===== src/rtl/regfile_write_arbiter.sv =====
// ---------------------------------------------------------------------------
// regfile_write_arbiter
//
// Shares the single register-file write port between the in-order pipeline
// writeback (wb) and the long-latency unit (lu: late loads, mul/div).
//   - At most one grant per cycle. When both request, wb wins unless lu has
//     already lost STARVE_LIMIT consecutive cycles, in which case lu wins.
//   - The winning write is registered onto rf_we/rf_waddr/rf_wdata. Writes
//     to x0 are consumed (ready asserted) but never reach the port.
//   - busy[] is a scoreboard of registers awaiting a long-latency result.
//     It is set one edge after an issue and cleared one edge after the lu
//     grant for that register. Hazard logic must also compare against
//     rf_waddr while rf_we=1, because busy clears as the write lands.
//
// Ports
//   clk             rising-edge clock
//   rst             asynchronous, active-low reset
//   wb_valid/rd/data  pipeline writeback request
//   wb_ready        wb granted this cycle (combinational)
//   lu_valid/rd/data  long-latency write request
//   lu_ready        lu granted this cycle (combinational)
//   lu_issue_valid/rd long-latency operation issued to rd
//   rf_we/waddr/wdata registered register-file write port
//   busy            registered scoreboard, bit i = reg i outstanding
// ---------------------------------------------------------------------------
module regfile_write_arbiter #(
    parameter int XLEN         = 32,
    parameter int STARVE_LIMIT = 4
) (
    input  logic            clk,
    input  logic            rst,
    input  logic            wb_valid,
    input  logic [4:0]      wb_rd,
    input  logic [XLEN-1:0] wb_data,
    output logic            wb_ready,
    input  logic            lu_valid,
    input  logic [4:0]      lu_rd,
    input  logic [XLEN-1:0] lu_data,
    output logic            lu_ready,
    input  logic            lu_issue_valid,
    input  logic [4:0]      lu_issue_rd,
    output logic            rf_we,
    output logic [4:0]      rf_waddr,
    output logic [XLEN-1:0] rf_wdata,
    output logic [31:0]     busy
);

    localparam logic [3:0] LIMIT = 4'(STARVE_LIMIT);

    logic [3:0]      starve_cnt_q, starve_cnt_d;
    logic            rf_we_q,      rf_we_d;
    logic [4:0]      rf_waddr_q,   rf_waddr_d;
    logic [XLEN-1:0] rf_wdata_q,   rf_wdata_d;
    logic [31:0]     busy_q,       busy_d;

    logic lu_priority;
    logic wb_grant;
    logic lu_grant;

    // -----------------------------------------------------------------------
    // Grant: depends only on the valids and the starvation counter, never on
    // rd/data. Both readies are held low while reset is asserted.
    // -----------------------------------------------------------------------
    always_comb begin
        lu_priority = (starve_cnt_q >= LIMIT);
        wb_grant    = 1'b0;
        lu_grant    = 1'b0;
        if (rst) begin
            if (wb_valid && lu_valid) begin
                lu_grant = lu_priority;
                wb_grant = !lu_priority;
            end else begin
                wb_grant = wb_valid;
                lu_grant = lu_valid;
            end
        end
    end

    assign wb_ready = wb_grant;
    assign lu_ready = lu_grant;

    // -----------------------------------------------------------------------
    // Starvation counter: counts cycles lu waits, saturating at the limit so
    // it never wraps past the priority threshold.
    // -----------------------------------------------------------------------
    always_comb begin
        starve_cnt_d = starve_cnt_q;
        if (lu_grant) begin
            starve_cnt_d = 4'd0;
        end else if (lu_valid && (starve_cnt_q < LIMIT)) begin
            starve_cnt_d = starve_cnt_q + 4'd1;
        end
    end

    // -----------------------------------------------------------------------
    // Write port. A write to x0 is treated like no write at the port: the
    // enable drops and address/data keep their previous values.
    // -----------------------------------------------------------------------
    always_comb begin
        rf_we_d    = 1'b0;
        rf_waddr_d = rf_waddr_q;
        rf_wdata_d = rf_wdata_q;
        if (wb_grant && (wb_rd != 5'd0)) begin
            rf_we_d    = 1'b1;
            rf_waddr_d = wb_rd;
            rf_wdata_d = wb_data;
        end else if (lu_grant && (lu_rd != 5'd0)) begin
            rf_we_d    = 1'b1;
            rf_waddr_d = lu_rd;
            rf_wdata_d = lu_data;
        end
    end

    // -----------------------------------------------------------------------
    // Scoreboard, one bit per register. A same-cycle issue and completion to
    // the same register leaves the bit set: the new issue is still pending.
    // Bit 0 is tied low since x0 is never written.
    // -----------------------------------------------------------------------
    assign busy_d[0] = 1'b0;

    generate
        for (genvar gi = 1; gi < 32; gi++) begin : g_busy
            logic set_bit;
            logic clr_bit;
            assign set_bit   = lu_issue_valid && (lu_issue_rd == 5'(gi));
            assign clr_bit   = lu_grant && (lu_rd == 5'(gi));
            assign busy_d[gi] = set_bit | (busy_q[gi] & ~clr_bit);
        end
    endgenerate

    // -----------------------------------------------------------------------
    // State registers
    // -----------------------------------------------------------------------
    always_ff @(posedge clk or negedge rst) begin
        if (!rst) begin
            starve_cnt_q <= 4'd0;
            rf_we_q      <= 1'b0;
            rf_waddr_q   <= 5'd0;
            rf_wdata_q   <= '0;
            busy_q       <= 32'd0;
        end else begin
            starve_cnt_q <= starve_cnt_d;
            rf_we_q      <= rf_we_d;
            rf_waddr_q   <= rf_waddr_d;
            rf_wdata_q   <= rf_wdata_d;
            busy_q       <= busy_d;
        end
    end

    assign rf_we    = rf_we_q;
    assign rf_waddr = rf_waddr_q;
    assign rf_wdata = rf_wdata_q;
    assign busy     = busy_q;

endmodule


===== config.mk =====
export PLATFORM = sky130hd
export DESIGN_NAME = regfile_write_arbiter
export DESIGN_NICKNAME = d
export VERILOG_FILES = /design/src/rtl/regfile_write_arbiter.sv
export SDC_FILE = /design/constraint.sdc
export NUM_CORES = 1
export LEC_CHECK = 0
export CAP_MARGIN = 30
export CORE_MARGIN = 4
export CORE_UTILIZATION = 30
export CTS_BUF_LIST = sky130_fd_sc_hd__clkbuf_8
export CTS_CLUSTER_DIAMETER = 200
export DETAILED_ROUTE_END_ITERATION = 12
export HOLD_SLACK_MARGIN = 0.06
export PLACE_DENSITY_LB_ADDON = 0.12
export SYNTH_ARGS = -nofsm -noshare
export SYNTH_HDL_FRONTEND = slang
export SYNTH_SLANG_ARGS = --single-unit

===== constraint.sdc =====
create_clock -name clk -period 1.5 [get_ports clk]
set_input_delay 0.225 -clock clk [delete_from_list [all_inputs] [get_ports clk]]
set_output_delay 0.225 -clock clk [all_outputs]
set_load 0.01 [all_outputs]

After elaboration in Yosys (flattened, before gate mapping)
Cells that the tools add are included.
{"block": "classes", "addsub": 1, "order_cmp": 2, "eq_ne": 62, "mux": 12, "n_bitwise": 93, "reduce_logical": 71}
{"operator": "$eq 5x5->1 const B", "count": 32}
{"operator": "$eq 5x4->1 const B", "count": 16}
{"operator": "$logic_and 1x1->1", "count": 66}
{"operator": "$mux 32", "count": 2}
{"operator": "$eq 5x3->1 const B", "count": 8}
{"operator": "$and 1x1->1", "count": 31}
{"operator": "$not 1->1", "count": 31}
{"operator": "$or 1x1->1", "count": 31}
{"operator": "$eq 5x2->1 const B", "count": 4}
{"operator": "$eq 5x1->1 const B", "count": 2}
{"operator": "$mux 5", "count": 2}
{"operator": "$reduce_bool 5->1", "count": 2}
{"operator": "$mux 4", "count": 2}
{"operator": "$mux 1", "count": 6}
{"operator": "$add 4x1->4 const B", "count": 1}
{"operator": "$ge 4x3->1 const B", "count": 1}
{"operator": "$lt 4x3->1 const B", "count": 1}
{"operator": "$reduce_bool 2->1", "count": 2}
{"operator": "$logic_not 1->1", "count": 1}
{"block": "word_totals", "regBits": 73, "output_inout_bits": 72}

Longest topological paths before layout
{"block": "depth", "depth_word": 7, "depth_mapped": 7, "ltp_nobuf": 5}

Least setup slack after synthesis
OpenSTA, ideal clock, no wires.
{"block": "synth_timing", "path_kind": "register -> register", "start": "register starve_cnt_q[2]", "end": "register rf_waddr_q[0], in the netlist rf_waddr[0]", "arrival_ns": 1.541, "t_required_ns": 1.376, "slack_ns": -0.165, "path_stages_with_launch": 8, "n_path_buf": 3, "period_less_slack_ns": 1.665, "path_cell_list": "dfrtp_1 or3b_1 clkbuf_1 and3_1 buf_2 buf_2 a21oi_1 nand2_1"}
{"block": "synth_via", "elab_chain_cells": 6}
{"element": "from (decl)", "line": "50", "rtl": "logic [3:0] starve_cnt_q, starve_cnt_d;"}
{"element": "from (signal assigned)", "line": "142", "rtl": "starve_cnt_q <= starve_cnt_d;"}
{"element": "$ge 4x3->1 (*)", "line": "65", "rtl": "lu_priority = (starve_cnt_q >= LIMIT);"}
{"element": "$logic_not 1->1", "line": "71", "rtl": "wb_grant = !lu_priority;"}
{"element": "$mux 1", "line": "69", "rtl": "if (wb_valid && lu_valid) begin"}
{"element": "$mux 1", "line": "68", "rtl": "if (rst) begin"}
{"element": "$logic_and 1x1->1", "line": "103", "rtl": "if (wb_grant && (wb_rd != 5'd0)) begin"}
{"element": "$mux 5 / $reduce_bool 2->1 (equally long branches)"}
{"element": "to (signal assigned)", "line": "144", "rtl": "rf_waddr_q <= rf_waddr_d;"}
{"element": "to (decl)", "line": "52", "rtl": "logic [4:0] rf_waddr_q, rf_waddr_d;"}
Mark *: on every way between the ends. The rest lies on a longest branch, timed or not.
A chain may end at the register's enable or synchronous reset.

Worst setup path after layout
{"block": "layout_timing", "start": "register starve_cnt_q[2]", "end": "register rf_wdata_q[7], in the netlist rf_wdata[7]"}
{"block": "layout_via", "elab_chain_cells": 6}
{"element": "$ge 4x3->1 (*)", "line": "65"}
{"element": "$logic_not 1->1", "line": "71"}
{"element": "$mux 1", "line": "69"}
{"element": "$mux 1", "line": "68"}
{"element": "$logic_and 1x1->1", "line": "103"}
{"element": "$mux 32 / $reduce_bool 2->1 (equally long branches)"}
{"element": "to (signal assigned)", "line": "145", "rtl": "rf_wdata_q <= rf_wdata_d;"}
{"element": "to (decl)", "line": "53", "rtl": "logic [XLEN-1:0] rf_wdata_q, rf_wdata_d;"}
Marks and branches as above.

==> impl_metrics.sql <==
INSERT INTO impl_metrics (metric_group, metric, value, unit) VALUES
('run', 'max-cap-violations', '0', ''),
('cells_and_area', 'drive_gt1_share', '17.54', '%'),
('worst_setup_path', 'path_max_fanout', '8', ''),
('place', 'dp_slack', '-0.6619', 'ns'),
('cells_and_area', 'final_common_cell', 'sky130_fd_sc_hd__clkdlybuf4s50_1', ''),
('cells_and_area', 'layout.cell_area.non_filler', '0.005947', 'mm²'),
('power', 'power', '6.929', 'mW'),
('logic_synthesis', 'largest_family_of_logic_cells_by_synthesized_area', 'simple AND/OR/NAND/NOR gates', ''),
('cells_and_area', 'mostFrequentLayoutCells', '83 x sky130_fd_sc_hd__clkdlybuf4s50_1, 73 x sky130_fd_sc_hd__dfrtp_1, 39 x sky130_fd_sc_hd__dlymetal6s2s_1', ''),
('logic_synthesis', 'synth_adder_area_share', '0.3600', '%'),
('worst_setup_path', 'worst_setup_path_start_kind', 'flip-flop', ''),
('cts', 'clkTransAtPathRegs', '0.08', 'ns'),
('sta', 'slew_viol_final', '0', ''),
('route', 'firstDrtPassIters', '4', ''),
('cts', 'tritoncts.num_buffers', '9', ''),
('cts', 'max-clock-path-buffers', '2', ''),
('cells_and_area', 'layout-area-overhead-vs-synth', '71.09', '%'),
('logic_synthesis', 'yosys-mux-area-fraction', '9.215', '%'),
('run_status', 'failed_checks', 'setup timing', ''),
('logic_synthesis', 'synth_largest_area_cell', 'sky130_fd_sc_hd__dfrtp_1', ''),
('sta', 'min_period_over_period', '115.7', '%'),
('cts', 'clock-root-buffer', 'sky130_fd_sc_hd__clkbuf_8', ''),
('logic_synthesis', 'synth_top_cells_by_area', 'sky130_fd_sc_hd__dfrtp_1 53%, sky130_fd_sc_hd__mux2i_1 9.2%, sky130_fd_sc_hd__a21oi_1 5.2%, sky130_fd_sc_hd__nor3_1 4.9%, sky130_fd_sc_hd__o21ai_0 4.2%', ''),
('grt', 'grt_antenna_before_repair', '1', ''),
('grt', 'global_route_wire_length_before_repair', '18480', 'µm'),
('grt', 'grt_pass1_vias', '3612', ''),
('route', 'totalWireLength', '11920', 'µm'),
('grt', 'grt_max_degree', '73', ''),
('floorplan', 'die_height', '115.6', 'µm'),
('worst_setup_path', 'endpoint_kind', 'flip-flop', ''),
('logic_synthesis', 'synthesized_cell_area', '0.003476', 'mm²'),
('logic_synthesis', 'synthSimpleGateAreaFrac', '16.41', '%'),
('worst_setup_path', 'crit_reg_reg_startpoint', 'starve_cnt_q[2]$_DFFE_PN0P_', ''),
('worst_setup_path', 'cp-startpoint', 'starve_cnt_q[2]$_DFFE_PN0P_', ''),
('place', 'gp_congestion', '0.7680', ''),
('worst_setup_path', 'r2r_end', 'rf_wdata[7]$_DFFE_PN0P_', ''),
('grt', 'grt_util_all_layers', '17.82', '%'),
('floorplan', 'io-pin-count', '156', ''),
('power', 'power_density', '1165', 'mW/mm²'),
('sta', 'fmax', '0.5764', 'GHz'),
('cts', 'clock_sink_count', '73', ''),
('power', 'power.static_leakage', '2.837', 'nW'),
('sta', 'layout_skew', '0.008429', 'ns'),
('route', 'number_of_vias_per_cell', '4.960', ''),
('logic_synthesis', 'synth_warnings', '0', ''),
('floorplan', 'num_rows', '39', ''),
('logic_synthesis', 'post_synth.cell_area_avg', '10.25', 'µm²'),
('logic_synthesis', 'synth-seq-cells', '73', ''),
('sta', 'timing.final.setup_violations', '59', ''),
('route', 'route.vias.total', '3373', ''),
('worst_setup_path', 'worstSetupPathType', 'reg2reg', ''),
('sta', 'totalNegativeSetupSlack', '-8.092', 'ns'),
('logic_synthesis', 'synth-seq-area-share', '52.56', '%'),
('sta', 'final.setup.worst_slack', '-0.2349', 'ns'),
('logic_synthesis', 'postSynthNetCount', '424', ''),
('cts', 'worstSkewPairLatency', '0.34', 'ns'),
('min_path', 'hold_path_class', 'in2async', ''),
('logic_synthesis', 'synthesis.instances', '339', ''),
('worst_setup_path', 'r2r.worst_path.cells', '7', ''),
('place', 'buffer_ports.inserted', '154', ''),
('cells_and_area', 'fin_nets', '616', ''),
('place', 'place.detailed.hpwl', '8445', 'µm'),
('worst_setup_path', 'timing.critical_path.arrival', '1.96', 'ns'),
('route', 'postRouteAntennaNets', '0', ''),
('run_status', 'outcome', 'finished, violations left', ''),
('floorplan', 'core', '0.01137', 'mm²'),
('route', 'avgRoutedWirePerCell', '17.53', 'µm'),
('floorplan', 'die_width', '115.6', 'µm'),
('floorplan', 'die-area', '0.01337', 'mm²'),
('floorplan', 'initial_core_util', '30.57', '%'),
('sta', 'grt_setup_unrepaired', 'true', '');
[state kept, by name, indices dropped and copies added, names as in the netlist]
| register | flops |
|---|---|
| busy | 31 |
| rf_wdata | 32 |
| rf_waddr | 5 |
| rf_we | 1 |
| starve_cnt_q | 4 |
[cells in the mapped netlist, drive strengths merged]
| master | number |
|---|---|
| dfrtp | 73 |
| o21ai | 30 |
| nor2b | 5 |
| and3 | 1 |
| nand3 | 21 |
| buf | 13 |
| mux2i | 32 |
| a22oi | 2 |
| clkbuf | 11 |
| inv | 5 |
| conb | 1 |
| a31oi | 1 |
| nor2 | 9 |
| and2 | 4 |
| xor2 | 1 |
| nor3 | 34 |
| o31ai | 2 |
| or4 | 2 |
| a21oi | 36 |
| or2 | 2 |
| o22ai | 2 |
| nand3b | 1 |
| nand2 | 17 |
| o211ai | 2 |
| a32oi | 2 |
| nand2b | 7 |
| or3b | 1 |
| o2bb2ai | 16 |
| nand4b | 2 |
| nand4 | 3 |
| ha | 1 |
[how the worst min path moves through the flow]
stage,start,endpoint,slack (ns),cells after the start
final,rst,starve_cnt_q[3]$_DFFE_PN0P_,0.22,2
after global routing,rst,starve_cnt_q[3]$_DFFE_PN0P_,0.22,2
after CTS,rst,starve_cnt_q[0]$_DFFE_PN0P_,0.17,2
after detailed placement,rst,starve_cnt_q[3]$_DFFE_PN0P_,0.02,1
after global placement,rst,starve_cnt_q[3]$_DFFE_PN0P_,0.02,1
after floorplan,rst,busy[10]$_DFF_PN0_,-0.07,0
[layer usage]
layer | vias up | track usage (%) | routed length (µm)
met5 | - | 0 | 0
li1 | 1618 | - | -
met4 | 0 | 5.800 | 163
met2 | 111 | 29.82 | 6024
met1 | 1632 | 21.68 | 4789
met3 | 12 | 6.110 | 946
[kinds of logic (layout without fill, tap and decap cells)]
family          after synthesis  count (layout)
compound gates               93              93
xor+xnor                      1               1
fa+ha+maj                     1               1
buf+inv                      29             226
flops                        73              73
mux                          32              32
other cells                   1               2
simple gates                109             109
[power by group]
group	total, mW	internal, mW	switching, mW	leakage, nW
clock network	1.29	0.571	0.721	0.0963
logic	2.80	1.57	1.23	1.90
registers	2.84	2.52	0.315	0.840
total	6.93	4.67	2.26	2.84
[metrics by stage]
stage	utilization, %	std cells	hold WS [ns]
after floorplan	-	339	-0.07059
after global placement	47.80	648	0.02277
after detailed placement	47.80	648	0.02350
after CTS	50.14	672	0.1745
after global routing	52.31	680	0.2161
final	52.31	680	0.2168
[final cells by class]
type	count	area (µm²)
Fill cell	1077	5423
Timing Repair Buffer	205	2160
Sequential cell	73	1827
Multi-Input combinational cell	237	1605
Tap cell	143	178.9
Clock buffer	9	123.9
Clock inverter	7	31.28
Inverter	5	18.77
Antenna cell	1	2.502
[critical path, cell delays in order (launching register included)]
cell	delay, ns
sky130_fd_sc_hd__dfrtp_1	0.41
sky130_fd_sc_hd__or3b_4	0.39
sky130_fd_sc_hd__buf_6	0.13
sky130_fd_sc_hd__o211ai_4	0.09
sky130_fd_sc_hd__buf_6	0.17
sky130_fd_sc_hd__buf_12	0.14
sky130_fd_sc_hd__mux2i_1	0.20
sky130_fd_sc_hd__a21oi_1	0.09
[repair_timing]
action	4_1_cts	5_1_grt
setup endpoints to repair	96	108
hold buffers	1	1
hold endpoints to repair	1	19
gates resized for setup	58	57
gates cloned	2	3
buffers inserted	5	4
pin swaps	6	10
Note: power is estimated with default switching activity, not from simulation.
